--- config.mk ---
export PLATFORM = sky130hd
export DESIGN_NAME = data_sram_bridge_flat
export DESIGN_NICKNAME = d
export VERILOG_FILES = /design/src/rtl/data_sram_bridge_if.sv /design/src/rtl/data_sram_bridge.sv /design/src/flat_wrapper.sv
export SDC_FILE = /design/constraint.sdc
export NUM_CORES = 1
export LEC_CHECK = 0
export CORE_MARGIN = 3
export CORE_UTILIZATION = 39
export CTS_BUF_LIST = sky130_fd_sc_hd__clkbuf_16
export DETAILED_ROUTE_END_ITERATION = 10
export PLACE_DENSITY = 0.75
export SLEW_MARGIN = 5
export SYNTH_ARGS = -nofsm -noshare
export SYNTH_HDL_FRONTEND = slang
export SYNTH_SLANG_ARGS = --single-unit
--- constraint.sdc ---
create_clock -name clk -period 1.58 [get_ports clk]
set_clock_uncertainty 0.2 [all_clocks]
set_input_delay 0.158 -clock clk [delete_from_list [all_inputs] [get_ports clk]]
set_output_delay 0.158 -clock clk [all_outputs]
set_load 0.05 [all_outputs]
--- src/rtl/data_sram_bridge_if.sv ---
// SRAM-like request/addr_ok/data_ok bus between the data RAM bridge (master)
// and the data cache or bus interface (slave).
interface data_sram_bridge_if;
  logic        data_req;
  logic        data_wr;
  logic [1:0]  data_size;
  logic [31:0] data_addr;
  logic [3:0]  data_wstrb;
  logic [31:0] data_wdata;
  logic        data_addr_ok;
  logic        data_data_ok;
  logic [31:0] data_rdata;

  modport master (
    output data_req,
    output data_wr,
    output data_size,
    output data_addr,
    output data_wstrb,
    output data_wdata,
    input  data_addr_ok,
    input  data_data_ok,
    input  data_rdata
  );

  modport slave (
    input  data_req,
    input  data_wr,
    input  data_size,
    input  data_addr,
    input  data_wstrb,
    input  data_wdata,
    output data_addr_ok,
    output data_data_ok,
    output data_rdata
  );
endinterface

--- src/rtl/data_sram_bridge.sv ---
// Turns the LSU's single-cycle data RAM port into one SRAM-like transaction per
// access, freezing the pipeline while it is outstanding and holding load data for MEM.
module data_sram_bridge (
  input  logic                       clk,
  input  logic                       resetn,
  input  logic                       data_ram_en,
  input  logic [3:0]                 data_ram_wen,
  input  logic [31:0]                data_ram_addr,
  input  logic [31:0]                data_ram_wdata,
  output logic [31:0]                data_ram_rdata,
  input  logic                       pipe_stall,
  input  logic                       flush,
  output logic                       stall_req,
  data_sram_bridge_if.master         bus
);

  typedef enum logic [1:0] {
    IDLE = 2'd0,
    REQ  = 2'd1,
    WAIT = 2'd2,
    DONE = 2'd3
  } state_t;

  state_t      state_reg, state_next;
  logic        cancel_reg, cancel_next;
  logic        wr_reg, wr_next;
  logic [1:0]  size_reg, size_next;
  logic [31:0] addr_reg, addr_next;
  logic [3:0]  wstrb_reg, wstrb_next;
  logic [31:0] wdata_reg, wdata_next;
  logic [31:0] rdata_stage_reg, rdata_stage_next;
  logic [31:0] rdata_out_reg, rdata_out_next;

  // Request encoding derived from the byte enables of the EX access.
  logic [2:0]  wen_bit [4];
  logic [2:0]  wen_count;
  logic [1:0]  wen_low;
  logic [1:0]  enc_size;
  logic [31:0] enc_addr;

  genvar gi;
  generate
    for (gi = 0; gi < 4; gi++) begin : g_wen_bit
      assign wen_bit[gi] = {2'b00, data_ram_wen[gi]};
    end
  endgenerate

  assign wen_count = wen_bit[0] + wen_bit[1] + wen_bit[2] + wen_bit[3];

  always_comb begin
    wen_low = 2'd0;
    casez (data_ram_wen)
      4'b???1: wen_low = 2'd0;
      4'b??10: wen_low = 2'd1;
      4'b?100: wen_low = 2'd2;
      4'b1000: wen_low = 2'd3;
      default: wen_low = 2'd0;
    endcase
  end

  always_comb begin
    enc_size = 2'd2;
    if (data_ram_wen != 4'b0000) begin
      case (wen_count)
        3'd1:    enc_size = 2'd0;
        3'd2:    enc_size = 2'd1;
        default: enc_size = 2'd2;
      endcase
    end
  end

  assign enc_addr = {data_ram_addr[31:2], (enc_size == 2'd2) ? 2'b00 : wen_low};

  always_comb begin
    state_next       = state_reg;
    cancel_next      = cancel_reg;
    wr_next          = wr_reg;
    size_next        = size_reg;
    addr_next        = addr_reg;
    wstrb_next       = wstrb_reg;
    wdata_next       = wdata_reg;
    rdata_stage_next = rdata_stage_reg;
    rdata_out_next   = rdata_out_reg;

    case (state_reg)
      IDLE: begin
        if (data_ram_en && !flush) begin
          wr_next    = |data_ram_wen;
          size_next  = enc_size;
          addr_next  = enc_addr;
          wstrb_next = data_ram_wen;
          wdata_next = data_ram_wdata;
          state_next = REQ;
        end
      end
      REQ: begin
        // Once accepted the slave will answer, so a flush only marks it for discard.
        if (bus.data_addr_ok) begin
          cancel_next = flush;
          state_next  = WAIT;
        end else if (flush) begin
          state_next = IDLE;
        end
      end
      WAIT: begin
        if (bus.data_data_ok) begin
          if (cancel_reg || flush) begin
            cancel_next = 1'b0;
            state_next  = IDLE;
          end else begin
            rdata_stage_next = bus.data_rdata;
            state_next       = DONE;
          end
        end else if (flush) begin
          cancel_next = 1'b1;
        end
      end
      DONE: begin
        // Output only moves on the edge where the pipeline itself advances.
        if (flush) begin
          state_next = IDLE;
        end else if (!pipe_stall) begin
          rdata_out_next = rdata_stage_reg;
          state_next     = IDLE;
        end
      end
      default: state_next = IDLE;
    endcase
  end

  always_ff @(posedge clk or negedge resetn) begin
    if (!resetn) begin
      state_reg       <= IDLE;
      cancel_reg      <= 1'b0;
      wr_reg          <= 1'b0;
      size_reg        <= 2'd0;
      addr_reg        <= 32'd0;
      wstrb_reg       <= 4'd0;
      wdata_reg       <= 32'd0;
      rdata_stage_reg <= 32'd0;
      rdata_out_reg   <= 32'd0;
    end else begin
      state_reg       <= state_next;
      cancel_reg      <= cancel_next;
      wr_reg          <= wr_next;
      size_reg        <= size_next;
      addr_reg        <= addr_next;
      wstrb_reg       <= wstrb_next;
      wdata_reg       <= wdata_next;
      rdata_stage_reg <= rdata_stage_next;
      rdata_out_reg   <= rdata_out_next;
    end
  end

  assign stall_req = ((state_reg == IDLE) && data_ram_en && !flush)
                   || (state_reg == REQ) || (state_reg == WAIT);

  assign bus.data_req   = (state_reg == REQ);
  assign bus.data_wr    = wr_reg;
  assign bus.data_size  = size_reg;
  assign bus.data_addr  = addr_reg;
  assign bus.data_wstrb = wr_reg ? wstrb_reg : 4'd0;
  assign bus.data_wdata = wdata_reg;
  assign data_ram_rdata = rdata_out_reg;

endmodule

--- src/flat_wrapper.sv ---
// flat-port wrapper written by rule: the top's interface ports become plain ports
module data_sram_bridge_flat 
  (clk, resetn, data_ram_en, data_ram_wen, data_ram_addr, data_ram_wdata, data_ram_rdata, pipe_stall, flush, stall_req, bus_data_req, bus_data_wr, bus_data_size, bus_data_addr, bus_data_wstrb, bus_data_wdata, bus_data_addr_ok, bus_data_data_ok, bus_data_rdata);
  data_sram_bridge_if bus_i ();
  input  logic clk;
  input  logic resetn;
  input  logic data_ram_en;
  input  logic [3:0] data_ram_wen;
  input  logic [31:0] data_ram_addr;
  input  logic [31:0] data_ram_wdata;
  output logic [31:0] data_ram_rdata;
  input  logic pipe_stall;
  input  logic flush;
  output logic stall_req;
  output wire logic [$bits(bus_i.data_req)-1:0] bus_data_req;
  output wire logic [$bits(bus_i.data_wr)-1:0] bus_data_wr;
  output wire logic [$bits(bus_i.data_size)-1:0] bus_data_size;
  output wire logic [$bits(bus_i.data_addr)-1:0] bus_data_addr;
  output wire logic [$bits(bus_i.data_wstrb)-1:0] bus_data_wstrb;
  output wire logic [$bits(bus_i.data_wdata)-1:0] bus_data_wdata;
  input wire logic [$bits(bus_i.data_addr_ok)-1:0] bus_data_addr_ok;
  input wire logic [$bits(bus_i.data_data_ok)-1:0] bus_data_data_ok;
  input wire logic [$bits(bus_i.data_rdata)-1:0] bus_data_rdata;
  assign bus_data_req = bus_i.data_req;
  assign bus_data_wr = bus_i.data_wr;
  assign bus_data_size = bus_i.data_size;
  assign bus_data_addr = bus_i.data_addr;
  assign bus_data_wstrb = bus_i.data_wstrb;
  assign bus_data_wdata = bus_i.data_wdata;
  assign bus_i.data_addr_ok = bus_data_addr_ok;
  assign bus_i.data_data_ok = bus_data_data_ok;
  assign bus_i.data_rdata = bus_data_rdata;
  data_sram_bridge u_core (.clk(clk), .resetn(resetn), .data_ram_en(data_ram_en), .data_ram_wen(data_ram_wen), .data_ram_addr(data_ram_addr), .data_ram_wdata(data_ram_wdata), .data_ram_rdata(data_ram_rdata), .pipe_stall(pipe_stall), .flush(flush), .stall_req(stall_req), .bus(bus_i));
endmodule
==> run metrics, run 1 <==
later-pin clock latency in the skew report=slightly above 400 ps; DR vias=between 4000 and 5000; synthesis-to-layout area growth=84.68%; Clock Tree Root=clkbuf_16; placed wire-length estimate=11.17 mm; crit path max fanout=16; Synth area leaders=dfrtp_1 63%, nand2_1 13%, mux2_2 13%, buf_6 1.2%, buf_2 1.1%; Async SR Flop Fraction=100.0%; largest net degree at the start of global routing=55; CTS max path bufs=2; Die H=approximately 120 um; fin util=roughly three quarters; Power per Cell Area=between 2000 and 2500 nW/um^2; fmax=approximately 560 MHz; Fin. Hold Viols=0; RSZ-0062 raised after global routing=yes; post-route setup slack=-200.8 ps; Tmin final=~1800 ps; dominant synthesized flop cell=dfrtp_1; CTS Sinks=between 100 and 150; Post-Layout Cell Count=about 920; crit path DAT=1870 ps; post-route setup TNS=-17930 ps; status=complete, but fails checks; placed insts=between 800 and 900; post-synth top area cell=dfrtp_1; die area=15430 sq um; Vias/cell=approximately 4.8; share of post-route cells with drive strength above 1=approximately 38%; antenna cells=0; most used standard cell by instance count after synthesis=nand2_1; Setup CP Type=flop to flop; Worst setup EP type=flop; Core Footprint=between 10000 and 15000 sq um; Hold Slack=~8.8 ps; fin crit share=112.7%; number of detailed-route iterations in the first pass=5; syn_nets=just under 600; register area share after synthesis=a little under two thirds; # setup viols final=around 140; post-route ant nets=0; Std-Cell Rows=between 40 and 50; initial antenna violation count=0; Initial Util=slightly above 40%; nets=about 840; vias in the first global route=slightly below 5000; first-pass GRT wire length=approximately 26 mm; synthesized area per cell=11.42 sq um; Max H-tree Level=4; Req. time, crit path=~1700 ps; average detailed-routed wire length per instance=~18 um; CTS tree=yes; instance area at placement=8990 sq um; post-synthesis cell type count=32; Buffers on Ports=around 210; grt total ovfl=0; Startpoint Class=flop; crit path cell chain=buf_6 > nor2_4 > and4_4 > buf_12 > mux2_2; WL final=approximately 16 mm; Filler cells=approximately 830; fin area=between 10000 and 15000 sq um; total track usage=21.72%; die width=between 100 and 150 um; Crit path largest cell delay=approximately 410 ps; Synth Instances=approximately 480; gp weighted congestion=just over 0.8; Yosys warning count=0; Yosys reg bits=roughly 140; HP Class=input port to async pin; CTS Buf Count=17; Max transition margin=76.22%; I/O pin total=212; Synth Cell Area=between 5000 and 6000 sq um; CP max-delay cell=dfrtp_1; failing checks=setup timing; Leakage=between 4 and 5 nW; Post-synth top cells=195 x nand2_1, 138 x dfrtp_1, 61 x mux2_2; EDFF count, synth=0; Worst-Margin Slew=around 360 ps; Clock transition at path regs=about 60 ps; Synth top area share=between 60% and 70%; max_cap viols=0; DR DRC count=0; 1st-iter DRT viols=246; Slew Viols, Final=0; IR Drop Worst-Case VDD=around 1.7 mV
[area by class of cell]
cell class,count,area [sq um],share of cell area [%]
sequential,138,3455,34.33
clock buffer,17,425.4,4.227
inverter,9,51.30,0.5098
clock inverter,15,183.9,1.828
timing repair buffer,255,3637,36.14
multi-input combinational,305,2091,20.78
tap,176,220.2,2.188
[per-stage QoR]
stage	total power [mW]	worst slack [ps]
floorplan	11.41	-137.0
global placement	17.38	-853.7
detailed placement	17.71	-903.7
CTS	22.25	-182.2
global route	23.35	-244.3
finish	22.44	-200.8
[cells by family (layout without fill, tap and decap cells)]
| kind of cell | after synthesis | after routing | synth area share, % |
|---|---|---|---|
| mux | 66 | 66 | 13.62 |
| flops | 138 | 138 | 63.38 |
| xor+xnor | 1 | 1 | 0.1608 |
| simple gates | 213 | 213 | 15.55 |
| compound gates | 20 | 20 | 2.572 |
| fa+ha+maj | 5 | 5 | 1.286 |
| buf+inv | 34 | 296 | 3.444 |
[worst max-delay path: cells and delay by family (launching register included)]
family,cells,cell delay (ps)
AND/OR/NAND/NOR,2,350
multiplexers,1,350
flip-flops,1,410
buffers and inverters,2,340
[placed cells by master, fill, tap and decap left out, types with 2 or more instances in the layout]
cell,instances
inv_2,3
o21ai_1,4
mux2_2,33
buf_6,10
nand2_2,16
nor2b_1,3
clkinv_4,2
and2_4,3
clkinvlp_4,2
dlygate4sd3_1,4
clkinv_1,3
mux2_4,29
dfrtp_1,137
nor2_1,3
inv_1,7
buf_16,2
a22o_1,2
inv_6,2
clkdlybuf4s50_1,99
nand2_4,2
buf_4,25
bufinv_16,4
clkbuf_16,17
mux2_1,3
nand2_1,177
ha_1,2
ha_4,2
buf_12,110
[report_power, final]
group,switching (mW),internal [mW]
Sequential,1.48,5.07
Combinational,5.95,5.87
Clock,1.46,2.61
[per-layer routing]
| metal | share of wire [%] | up-vias | global-route usage [%] |
|---|---|---|---|
| li1 | - | 2039 | - |
| met1 | 39 | 2159 | 24.38 |
| met2 | 51 | 163 | 37.05 |
| met3 | 7.8 | 27 | 9.278 |
| met4 | 1.9 | 0 | 7.544 |
| met5 | 0 | - | 0 |
[path summary, 6_finish.rpt]
check,depth (start not counted),endpoint,slack [ps],start
worst max register to register,5,u_core.rdata_stage_reg[31]$_DFFE_PN0P_,-200,u_core.state_reg[0]$_DFFE_PN0P_
worst min register to register,2,u_core.wstrb_reg[3]$_DFFE_PN0P_,290,u_core.wstrb_reg[3]$_DFFE_PN0P_
worst min-delay path,2,u_core.data_ram_rdata[11]$_DFFE_PN0P_,9,resetn
min in group clk,4,u_core.bus.data_addr[1]$_DFFE_PN0P_,50,data_ram_wen[3]
worst max-delay path,5,u_core.rdata_stage_reg[31]$_DFFE_PN0P_,-200,u_core.state_reg[0]$_DFFE_PN0P_
max in group asynchronous,3,u_core.bus.data_wdata[6]$_DFFE_PN0P_,590,resetn
[what timing repair did]
action / in CTS / in global routing
resized for setup: 51 / 49
gates cloned: 4 / 1
buffers inserted: 8 / 4
pin swaps: 8 / 9
hold buffers: 2 / 2
endpoints found under the setup margin: 141 / 141
hold endpoints to repair: 139 / 2
No activity file was read; power rests on OpenSTA's default activity.
==> run 2, diff against run 1 <==
--- a/constraint.sdc
+++ b/constraint.sdc
@@ -4,2 +4,2 @@
 set_output_delay 0.158 -clock clk [all_outputs]
-set_load 0.05 [all_outputs]
+set_load 0.005 [all_outputs]
==> run 2 against run 1 <==
Effect of this change:
- the run ends with hold timing, setup timing left
- setup slack got worse by 45 ps
- total power down 28%
- worst hold slack got worse by 48 ps
- die area stayed put
- maximum frequency fell by 2.5%
- register-to-register slack got worse by 50 ps
- critical path depth did not move
- clock-buffer cell count stayed put
- sequential power is 6.7% lower
- critical path type unchanged
- largest cell class is now flip-flops and latches
==> run metrics, run 2 (synthesis gave the netlist of run 1 again) <==
status=complete, but fails checks; failing checks=hold timing, setup timing; CTS Sinks=138 (unchanged); later-pin clock latency in the skew report=420 ps (about the same); Clock Tree Root=clkbuf_16; Worst setup EP type=flop; Std-Cell Rows=42 (unchanged); number of detailed-route iterations in the first pass=4 (-1); die area=15430 sq um (unchanged); Clock transition at path regs=60 ps (about the same); share of post-route cells with drive strength above 1=32.55% (-5.3 points); gp weighted congestion=0.8082 (-2.3%); total track usage=21.61% (-0.12 points); Slew Viols, Final=0 (unchanged); Fin. Hold Viols=21 (+21); fin crit share=115.6% (+2.9 points); 1st-iter DRT viols=355 (+44%); Max transition margin=79.53% (+3.3 points); post-route ant nets=0 (unchanged); first-pass GRT wire length=26.57 mm (+0.92%); RSZ-0062 raised after global routing=yes; Die H=124.2 um (unchanged); crit path cell chain=buf_6 > or4b_4 > buf_12 > nand2_1 > nand2_1; Buffers on Ports=209 (unchanged); Post-Layout Cell Count=941 (+2.8%); antenna cells=0 (unchanged); fmax=547.6 MHz (-2.5%); Crit path buffers/inverters=2 (unchanged); cell family with most CP delay=simple AND/OR/NAND/NOR gates; fin area=9610 sq um (-4.5%); grt total ovfl=0 (unchanged); most common cell after layout, fill and taps aside=nand2_1; CTS tree=yes; vias in the first global route=4980 (+2.2%); WL final=17.58 mm (+6.6%); nets=866 (+3.3%); max_cap viols=0 (unchanged); average detailed-routed wire length per instance=18.68 um (+3.7%); DR DRC count=0 (unchanged); Core Footprint=13450 sq um (unchanged); IR Drop Worst-Case VDD=1.092 mV (-34%); Req. time, crit path=1680 ps (about the same); CTS max path bufs=2 (unchanged); Max H-tree Level=4 (unchanged); crit path DAT=1920 ps (+50 ps); Initial Util=40.50% (unchanged); HP Class=input port to async pin; DR vias=4550 (+3.7%); Tmin final=1826 ps (+45.39 ps); placed wire-length estimate=10.22 mm (-8.5%); placed insts=870 (+0.69%); Worst-Margin Slew=298.5 ps (-58.23 ps); CP max-delay cell=or4b_4; Leakage=4.864 nW (+1.7%); commonest cells after routing, fill and taps aside=147 x nand2_1, 137 x dfrtp_1, 100 x clkdlybuf4s50_1; synthesis-to-layout area growth=76.37%; Vias/cell=4.835 (+0.83%); Power per Cell Area=1671 nW/um^2 (-25%); Design Power=16.06 mW (-28%); pre-CTS setup slack=-917.1 ps (-13.45 ps); Crit path largest cell delay=590 ps (+180 ps); crit path max fanout=36 (+20); initial antenna violation count=0 (unchanged); Startpoint Class=flop; post-route setup slack=-246.2 ps (-45.39 ps); Hold Slack=-39.09 ps (-47.86 ps); largest net degree at the start of global routing=58 (+5.5%); CTS Buf Count=17 (unchanged); # setup viols final=138 (+0.73%); die width=124.2 um (unchanged); Setup CP Type=flop to flop; instance area at placement=8003 sq um (-11%); most numerous cell on the critical path=nand2_1; I/O pin total=212 (unchanged)
## run 2: cell types whose count changed in the layout (fill, tap and decap cells not counted), moves of 4 or more
cell	previous run	this run
nand2_1	177	147
nand2_2	16	32
buf_6	10	19
mux2_2	33	0
mux2_4	29	65
buf_4	25	33
clkbuf_16	17	22
nand2_4	2	16
dlygate4sd2_1	1	99
buf_2	1	5
buf_12	110	8
## run 2: final timing paths
check / startpoint / to / slack, ps / cells past startpoint
setup / recovery: u_core.state_reg[0]$_DFFE_PN0P_ / u_core.bus.data_wdata[25]$_DFFE_PN0P_ / -250 / 5
hold / removal: resetn / u_core.data_ram_rdata[24]$_DFFE_PN0P_ / -40 / 2
setup reg to reg: u_core.state_reg[0]$_DFFE_PN0P_ / u_core.bus.data_wdata[25]$_DFFE_PN0P_ / -250 / 5
hold reg to reg: u_core.bus.data_wdata[5]$_DFFE_PN0P_ / u_core.bus.data_wdata[5]$_DFFE_PN0P_ / 260 / 2
max in group asynchronous: resetn / u_core.bus.data_addr[24]$_DFFE_PN0P_ / 640 / 3
min in group clk: data_ram_wen[2] / u_core.wstrb_reg[2]$_DFFE_PN0P_ / -10 / 4
## run 2: final cells by class
class                           instances  area [sq um]
Clock inverter                         13         178.9
Clock buffer                           17         425.4
Inverter                                9         51.30
Tap cell                              176         220.2
Multi-Input combinational cell        306          2415
Fill cell                             951          3842
Timing Repair Buffer                  282          2865
Sequential cell                       138          3455
## run 2: where the power goes
part	total, mW	switching, mW	leakage, nW	internal, mW
sequential	6.10	1.04	1.74	5.06
combinational	5.85	2.33	2.83	3.52
clock	4.10	1.49	0.290	2.61
total	16.1	4.86	4.86	11.2
## run 2: metrics by stage
| stage | TNS (ps) | util [%] |
|---|---|---|
| after floorplan | -7454 | - |
| after global placement | -58980 | 59.49 |
| after detailed placement | -64360 | 59.49 |
| after CTS | -25580 | 67.92 |
| after global routing | -34320 | 71.44 |
| final | -28200 | 71.44 |
## run 2: worst reg2reg max path, stage by stage (launching register included)
cell     delay [ps]
dfrtp_1         410
buf_6           140
or4b_4          590
buf_12          220
nand2_1         100
nand2_1          60
## run 2: timing repair
item / CTS / global route
hold buffers: 4 / 1
gates resized for setup: 220 / 109
hold endpoints to repair: 140 / 21
buffers inserted: 22 / 4
endpoints found under the setup margin: 240 / 160
gates cloned: 9 / 5
pin swaps: 32 / 24
## run 2: metal layers
layer	vias up	GRT usage [%]	wire length (um)
met3	22	8.720	1437
met4	0	7.286	269
met1	2256	26.37	7079
met5	-	0	0
li1	2100	-	-
met2	172	34.96	8792
==> run 3, diff against run 2 <==
Settings changed: CORE_MARGIN 3 to 2, GPL_ROUTABILITY_DRIVEN set to 0.
==> run 3 against run 2 <==
Effect of this change:
- the run still ends with hold timing, setup timing left
- non-clock buffer count is 9 lower
- sequential power down 2%
- first-iteration DRC count shrank 38%
- worst hold slack improved by 28 ps
- clock-buffer cell count unchanged
- maximum frequency increased by 1.1%
- via count fell by 0.79%
- flip-flop and latch count is the same
==> run metrics, run 3 (synthesis gave the netlist of run 1 again) <==
Setup CP Type=flop to flop; Leakage=4.733 nW (-2.7%); Hold Slack=-11.49 ps (+27.60 ps); HP Class=input port to flop; Crit path largest cell delay=390 ps (-200 ps); crit path max fanout=8 (-78%); DR vias=4514 (-0.79%); total track usage=21.01% (-0.60 points); placed wire-length estimate=9.753 mm (-4.6%); CP max-delay cell=dfrtp_1; Worst setup EP type=flop; Fin. Hold Viols=1 (-95%); Buffers on Ports=209 (unchanged); CTS Buf Count=17 (unchanged); Die H=122.2 um (-1.6%); 1st-iter DRT viols=220 (-38%); WL final=16.50 mm (-6.1%); I/O pin total=212 (unchanged); # setup viols final=139 (+0.72%); IR Drop Worst-Case VDD=0.8715 mV (-20%); crit path DAT=1900 ps (-20 ps); post-route ant nets=0 (unchanged); share of post-route cells with drive strength above 1=30.25% (-2.3 points); Initial Util=39.56% (-0.94 points); Worst-Margin Slew=658.2 ps (+359.7 ps); Slew Viols, Final=0 (unchanged); post-route setup slack=-226.8 ps (+19.46 ps); cell family with most CP delay=simple AND/OR/NAND/NOR gates; grt total ovfl=0 (unchanged); CTS Sinks=138 (unchanged); number of detailed-route iterations in the first pass=4 (unchanged); failing checks=hold timing, setup timing; Vias/cell=4.818 (-0.37%); first-pass GRT wire length=23.93 mm (-9.9%); Clock Tree Root=clkbuf_16; fmax=553.5 MHz (+1.1%); antenna cells=0 (unchanged); largest net degree at the start of global routing=64 (+10%); crit path cell chain=buf_6 > nor2_1 > and4_4 > buf_8 > mux2_4; die width=122.2 um (-1.6%); RSZ-0062 raised after global routing=yes; CTS tree=yes; commonest cells after routing, fill and taps aside=145 x nand2_1, 137 x dfrtp_1, 100 x clkdlybuf4s50_1; CTS max path bufs=2 (unchanged); nets=856 (-1.2%); max_cap viols=0 (unchanged); Power per Cell Area=1587 nW/um^2 (-5.0%); average detailed-routed wire length per instance=17.61 um (-5.7%); Tmin final=1807 ps (-19.46 ps); synthesis-to-layout area growth=69.60%; Crit path buffers/inverters=2 (unchanged); fin crit share=114.4% (-1.2 points); Max H-tree Level=4 (unchanged); instance area at placement=7978 sq um (-0.31%); vias in the first global route=4887 (-1.9%); DR DRC count=0 (unchanged); die area=14930 sq um (-3.2%); Req. time, crit path=1670 ps (about the same); most common cell after layout, fill and taps aside=nand2_1; fin util=67.10% (-4.3 points); Clock transition at path regs=60 ps (about the same); later-pin clock latency in the skew report=420 ps (about the same); initial antenna violation count=0 (unchanged); Std-Cell Rows=43 (+2.4%); Core Footprint=13770 sq um (+2.4%); Startpoint Class=flop; Max transition margin=55.97% (-24 points); fin area=9241 sq um (-3.8%); status=complete, but fails checks
-- run 3: worst paths after layout --
check                                                startpoint                                     end  slack (ps)  depth (start not counted)
setup reg to reg                u_core.state_reg[0]$_DFFE_PN0P_   u_core.rdata_stage_reg[6]$_DFFE_PN0P_        -230                          5
hold / removal                                  data_ram_wen[2]         u_core.wstrb_reg[2]$_DFFE_PN0P_         -10                          4
hold reg to reg            u_core.bus.data_wdata[3]$_DFFE_PN0P_    u_core.bus.data_wdata[3]$_DFFE_PN0P_         270                          2
min in group asynchronous                                resetn  u_core.rdata_stage_reg[23]$_DFFE_PN0P_         160                          3
setup / recovery                u_core.state_reg[0]$_DFFE_PN0P_   u_core.rdata_stage_reg[6]$_DFFE_PN0P_        -230                          5
max in group asynchronous                                resetn   u_core.rdata_stage_reg[3]$_DFFE_PN0P_           0                          3
-- run 3: repair_timing --
| item | in CTS | in global routing |
|---|---|---|
| endpoints found under the hold margin | 139 | 15 |
| cloned | 5 | 8 |
| resized for setup | 180 | 96 |
| hold buffers | 3 | 2 |
| setup buffers | 17 | 5 |
| endpoints found under the setup margin | 240 | 157 |
| pin swaps | 7 | 59 |
-- run 3: cell type report --
cell class,count,area [sq um]
clock buffers,17,425.4
multi-input cells,305,2231
flip-flops and latches,138,3455
inverters,9,51.30
repair buffers,273,2785
well taps,180,225.2
fillers,1061,4532
clock inverters,15,68.82
-- run 3: through the flow --
stage / total power, mW / setup TNS [ps] / setup WS (ps) / std cells
after CTS: 14.23 / -20840 / -179.6 / 927
after global placement: 10.69 / -61680 / -864.0 / 870
after global routing: 15.56 / -30090 / -248.9 / 937
after detailed placement: 10.93 / -64340 / -916.6 / 870
after floorplan: 7.682 / -7454 / -137.0 / 477
final: 14.66 / -21600 / -226.8 / 937
-- run 3: report_power, final --
group / internal, mW / switching (mW) / total, mW / leakage, nW
logic: 3.19 / 2.18 / 5.37 / 2.74
registers: 5.07 / 0.880 / 5.95 / 1.74
clock network: 1.93 / 1.41 / 3.35 / 0.247
total: 10.2 / 4.48 / 14.7 / 4.73
-- run 3: layer usage --
| metal | share of wire, % | global-route usage (%) |
|---|---|---|
| met1 | 38 | 23.35 |
| met2 | 53 | 37.43 |
| met3 | 6.5 | 6.507 |
| met4 | 1.8 | 8.118 |
| met5 | 0 | 0 |
-- run 3: worst register-to-register path, cell delays in order, from the launching register on --
cell	delay [ps]
dfrtp_1	390
buf_6	140
nor2_1	120
and4_4	330
buf_8	190
mux2_4	320
